--- src/rtl/legv8_hazard_scoreboard.sv ---
// Decode-side hazard scoreboard for the LEGv8 pipeline: per-register outstanding-write
// counters, RAW stall, destination saturation block and a post-flush drain window.
module legv8_hazard_scoreboard #(
    parameter int REG_COUNT    = 32,
    parameter int ADDR_W       = 5,
    parameter int CNT_W        = 2,
    parameter int ZERO_REG     = 31,
    parameter int DRAIN_CYCLES = 3
) (
    input  logic              clk,
    input  logic              rst,
    input  logic              issue_valid,
    input  logic [ADDR_W-1:0] src1_addr,
    input  logic              src1_used,
    input  logic [ADDR_W-1:0] src2_addr,
    input  logic              src2_used,
    input  logic              dst_write,
    input  logic [ADDR_W-1:0] dst_addr,
    input  logic              wb_valid,
    input  logic [ADDR_W-1:0] wb_addr,
    input  logic              flush,
    output logic              stall,
    output logic              issue_fire,
    output logic              busy,
    output logic [15:0]       stall_count
);

    localparam int DRAIN_W = (DRAIN_CYCLES > 1) ? $clog2(DRAIN_CYCLES) : 1;
    localparam logic [CNT_W-1:0]  CNT_MAX    = '1;
    localparam logic [ADDR_W-1:0] ZERO_ADDR  = ADDR_W'(ZERO_REG);
    localparam logic [DRAIN_W-1:0] DRAIN_LOAD = DRAIN_W'(DRAIN_CYCLES - 1);

    typedef enum logic {RUN, DRAIN} state_t;

    state_t             state;
    logic [DRAIN_W-1:0] drain_ctr;
    logic [CNT_W-1:0]   cnt_q [REG_COUNT];
    logic [REG_COUNT-1:0] wb_clr;
    logic               hazard1;
    logic               hazard2;
    logic               dst_block;

    // NOTE: every signal written in always_comb gets a default first, so no latch can form.
    always_comb begin
        wb_clr = '0;
        for (int r = 0; r < REG_COUNT; r++) begin
            wb_clr[r] = wb_valid && (wb_addr == ADDR_W'(r)) && (r != ZERO_REG);
        end
    end

    // A same-cycle writeback retires one pending write before the register read.
    assign hazard1 = src1_used && (src1_addr != ZERO_ADDR) &&
                     ((cnt_q[src1_addr] - CNT_W'(wb_clr[src1_addr])) != '0);
    assign hazard2 = src2_used && (src2_addr != ZERO_ADDR) &&
                     ((cnt_q[src2_addr] - CNT_W'(wb_clr[src2_addr])) != '0);
    assign dst_block = dst_write && (dst_addr != ZERO_ADDR) &&
                       (cnt_q[dst_addr] == CNT_MAX) && !wb_clr[dst_addr];

    assign stall      = !rst && issue_valid &&
                        ((state != RUN) || hazard1 || hazard2 || dst_block);
    assign issue_fire = !rst && issue_valid && !stall && !flush;

    always_comb begin
        busy = 1'b0;
        for (int r = 0; r < REG_COUNT; r++) begin
            busy = busy | (cnt_q[r] != '0);
        end
    end

    // NOTE: sequential state uses non-blocking assignments so all registers update together.
    always_ff @(posedge clk or posedge rst) begin
        if (rst) begin
            state       <= RUN;
            drain_ctr   <= '0;
            stall_count <= '0;
            // NOTE: the counters are reset explicitly; stale counts would stall decode forever.
            for (int r = 0; r < REG_COUNT; r++) begin
                cnt_q[r] <= '0;
            end
        end else begin
            if (issue_valid && stall && (stall_count != 16'hFFFF)) begin
                stall_count <= stall_count + 16'd1;
            end

            case (state)
                RUN: begin
                    if (flush) begin
                        state     <= DRAIN;
                        drain_ctr <= DRAIN_LOAD;
                        for (int r = 0; r < REG_COUNT; r++) begin
                            cnt_q[r] <= '0;
                        end
                    end else begin
                        for (int r = 0; r < REG_COUNT; r++) begin
                            if (r != ZERO_REG) begin
                                if (issue_fire && dst_write && (dst_addr == ADDR_W'(r)) && !wb_clr[r]) begin
                                    if (cnt_q[r] != CNT_MAX) cnt_q[r] <= cnt_q[r] + CNT_W'(1);
                                end else if (wb_clr[r] &&
                                             !(issue_fire && dst_write && (dst_addr == ADDR_W'(r)))) begin
                                    // Writeback with nothing outstanding is illegal; never wrap.
                                    if (cnt_q[r] != '0) cnt_q[r] <= cnt_q[r] - CNT_W'(1);
                                end
                            end
                        end
                    end
                end
                DRAIN: begin
                    for (int r = 0; r < REG_COUNT; r++) begin
                        cnt_q[r] <= '0;
                    end
                    if (flush) begin
                        drain_ctr <= DRAIN_LOAD;
                    end else if (drain_ctr == '0) begin
                        state <= RUN;
                    end else begin
                        drain_ctr <= drain_ctr - DRAIN_W'(1);
                    end
                end
                default: state <= RUN;
            endcase
        end
    end

endmodule

--- config.mk ---
export PLATFORM = sky130hd
export DESIGN_NAME = legv8_hazard_scoreboard
export DESIGN_NICKNAME = d
export VERILOG_FILES = /design/src/rtl/legv8_hazard_scoreboard.sv
export SDC_FILE = /design/constraint.sdc
export NUM_CORES = 1
export LEC_CHECK = 0
export CAP_MARGIN = 40
export CORE_MARGIN = 10
export CORE_UTILIZATION = 50
export CTS_BUF_LIST = sky130_fd_sc_hd__clkbuf_2 sky130_fd_sc_hd__clkbuf_4 sky130_fd_sc_hd__clkbuf_8
export CTS_CLUSTER_SIZE = 16
export DETAILED_ROUTE_END_ITERATION = 16
export MAX_ROUTING_LAYER = met4
export PLACE_DENSITY = 0.66
export SETUP_SLACK_MARGIN = 0.5
export SLEW_MARGIN = 30
export SYNTH_ARGS = -nofsm -noshare
export SYNTH_HDL_FRONTEND = slang
export SYNTH_SLANG_ARGS = --single-unit
--- constraint.sdc ---
create_clock -name clk -period 11 [get_ports clk]
set_input_delay 3.3 -clock clk [delete_from_list [all_inputs] [get_ports clk]]
set_output_delay 3.3 -clock clk [all_outputs]
set_load 0.1 [all_outputs]
==> impl_metrics.csv <==
group,metric,value,unit
worst_setup_path,worstReg2RegStart,"cnt_q[8]",
drt,vias,8709,
global_routing,gr-usage-met3,0.0537,
global_routing,grt_pass1_vias,8035,
global_routing,overflow,0,
power,p_sw,0.413,mW
clock_tree,post_cts_buffers,0,
clock_tree,clock_path_buffers,2,
clock_tree,cts_hold_buf,0,
clock_tree,cts_tree,"done",
logic_synthesis,syn_inst,1010,
clock_tree,cts.reportedPaths.clkPinSlew,90,ps
final_layout,insertedDiodeCount,0,
worst_setup_path,cp_num_buf_inv,2,
clock_tree,clk-insertion-delay-late,400,ps
sta,drv_slew,0,
sta,fin_skew,20.4,ps
final_layout,instances_no_fill,1240,
global_routing,antenna_found_initial,0,
die,pin_count,47,
power,power.clock.fraction,0.253,
clock_tree,root_buffer,"clkbuf_8",
global_routing,grt_pass1_wl,46800,um
min_path,holdCritPathClass,"reg -> reg",
die,die_h,147,um
min_path,worstHoldStart,"stall_count[7]",
logic_synthesis,synth-seq-cells,81,
logic_synthesis,ys_types,81,
worst_setup_path,slowest_delay,780,ps
die,start_util,0.509,
job,cap_violations,0,
logic_synthesis,synth_area,8090,um2
logic_synthesis,synth_warnings,0,
die,rows,46,
worst_setup_path,slowest_stage,"clkdlybuf4s50_1",
global_routing,grtUsageTotal,0.278,
logic_synthesis,yosysSeqAreaShare,0.251,
power,pwr-share-seq,0.351,
power,p_comb_frac,0.396,
die,die-area,21700,um2
drt,wl_per_cell,24.1,um
power,p_leak,3.49,nW
logic_synthesis,ys.flop_type,"dfrtp_1",
global_routing,met1_usage,0.375,
drt,drc,0,
worst_setup_path,cp-start-kind,"input pin",
sta,post-route-period-util,0.936,
worst_setup_path,path_delay_family,"simple AND/OR/NAND/NOR gates",
worst_setup_path,startpoint,"wb_addr[2]",
sta,finalSetupViolations,0,
power,switching_share,0.429,
final_layout,final_nets,1049,
clock_tree,cts_made_buffers,9,
power,power_density,105,nW/um2
sta,tightest_slew,880,ps
global_routing,grt_start_max_net_pins,68,
sta,fmax,97.1,MHz
worst_setup_path,critPathMaxFanout,19,
clock_tree,h-tree-depth,3,
placed_design,place_congestion,1.08,
worst_setup_path,cp-end-kind,"output pin",
logic_synthesis,ys_async_sr_fraction,1.00,
drt,routed_wl,29900,um
placed_design,place_inst,1220,
power,total_power,0.964,mW
drt,drt_iter0_markers,1509,
worst_setup_path,cp.arrival,6990,ps
sta,finalSetupTns,0,ps
final_layout,drive_above_1_share,0.127,
final_layout,area_growth,13.6,%
status,status,"completed",
drt,ant_nets,0,
sta,finalCriticalPeriod,10290,ps
sta,hold_viol_final,0,
clock_tree,cts_resized,0,
power,intPower,0.551,mW
logic_synthesis,synth-edff-count,0,
sta,rsz0062_at_grt,"no",
placed_design,dpl.hpwl,21800,um
worst_setup_path,crit_type,"in -> out",
clock_tree,cts_sinks,81,
sta,slew-limit-headroom,0.396,
worst_setup_path,crit_chain,"clkdlybuf4s50_1, and4b_1, nand2_1, o31a_1, a21oi_1, xor2_1, o211ai_1, a2111o_1, nor3_2, buf_12",
global_routing,grt-busiest-layer,"met2",
sta,whs,494,ps
logic_synthesis,avgSynthCellArea,8.01,um2
placed_design,port_buffers,46,
die,core_area,15900,um2
drt,first_pass_iters,6,
logic_synthesis,syn_nets,1040,
die,dieWidth,147,um
global_routing,met2_usage,0.400,
drt,drt-vias-per-instance,7.02,
power,ir_drop,0.000251,V
worst_setup_path,cp_data_required_time,7700,ps
==> per-layer routing <==
layer / up-vias / routed length (um)
met1: 4143 / 12200
met5: - / 0
met2: 603 / 13100
met4: 0 / 1220
met3: 99 / 3420
li1: 3864 / -
==> cells by family (layout without fill, tap and decap cells) <==
logic type      count (synthesis)  after routing  synth area share
simple gates                  513            513             0.342
compound gates                207            207             0.177
buf+inv                       111            125            0.0591
flops                          81             81             0.251
mux                            67             67             0.137
xor+xnor                       29             29            0.0314
fa+ha+maj                       2              2           0.00309
==> power groups by stage <==
stage | Sequential, mW | Clock, mW | Combinational (mW)
global route | 0.341 | 0.259 | 0.404
CTS | 0.338 | 0.249 | 0.377
global placement | 0.343 | 0 | 0.326
floorplan | 0.427 | 0 | 0.155
finish | 0.339 | 0.244 | 0.382
detailed placement | 0.344 | 0 | 0.376
==> registers in the layout (all words and copies together), names as in the netlist <==
register	flops
state	1
stall_count	16
drain_ctr	2
cnt_q	62
==> Yosys cell counts, drive strengths merged, types with 5 or more instances <==
cell type | instances | area share
nor4 | 42 | 0.034
nand3 | 48 | 0.030
nand2b | 20 | 0.015
clkbuf | 57 | 0.027
nor4b | 9 | 0.0097
a31oi | 14 | 0.011
o2111ai | 9 | 0.0097
a21oi | 35 | 0.022
nand2 | 114 | 0.053
o21ai | 47 | 0.029
o22ai | 6 | 0.0054
nor3b | 5 | 0.0046
xor2 | 22 | 0.024
nor3 | 68 | 0.042
a211oi | 13 | 0.012
buf | 40 | 0.026
and2 | 9 | 0.0070
xnor2 | 7 | 0.0076
nand3b | 5 | 0.0046
nand4b | 17 | 0.018
o211ai | 16 | 0.015
and3 | 24 | 0.019
inv | 14 | 0.0065
mux2 | 11 | 0.015
dfrtp | 81 | 0.25
nor2 | 81 | 0.038
nor2b | 13 | 0.010
mux2i | 22 | 0.027
or3 | 10 | 0.0077
or2 | 6 | 0.0046
a21o | 7 | 0.0065
mux4 | 34 | 0.095
and4 | 10 | 0.011
a41oi | 7 | 0.0076
nand4 | 15 | 0.012
==> worst paths after layout <==
path / end / slack (ps) / cells past startpoint
worst max-delay path: issue_fire / 710 / 10
worst min-delay path: stall_count[7] / 490 / 1
worst max register to register: stall_count[1] / 7030 / 10
worst min register to register: stall_count[7] / 490 / 1
max in group asynchronous: cnt_q[62] / 6820 / 4
min in group asynchronous: cnt_q[27] / 3250 / 2
==> layout by cell type, fill, tap and decap left out, types with 20 or more instances in the layout <==
cell               n
and3_1            24
mux2i_1           22
mux4_2            34
xor2_1            22
nand2b_1          20
nor3_1            67
nor4_1            41
clkdlybuf4s50_1   44
o21ai_0           47
nor2_1            79
buf_4             27
nand2_1          114
dfrtp_1           81
a21oi_1           35
nand3_1           47
==> final cells by class <==
type | count | area, um2
clock inverters | 5 | 62.6
inverters | 14 | 56.3
fillers | 1485 | 6700
clock buffers | 11 | 139
multi-input cells | 818 | 5600
flip-flops and latches | 81 | 2030
repair buffers | 95 | 1030
well taps | 216 | 270
==> metrics by stage <==
stage,area (um2),util,setup slack [ps]
5_1_grt,9190,0.578,552
4_1_cts,9130,0.574,822
3_3_place_gp,8630,0.544,929
6_report,9190,0.578,705
2_1_floorplan,8100,-,824
3_5_place_dp,8920,0.562,855
Note: power is estimated with default switching activity, not from simulation.
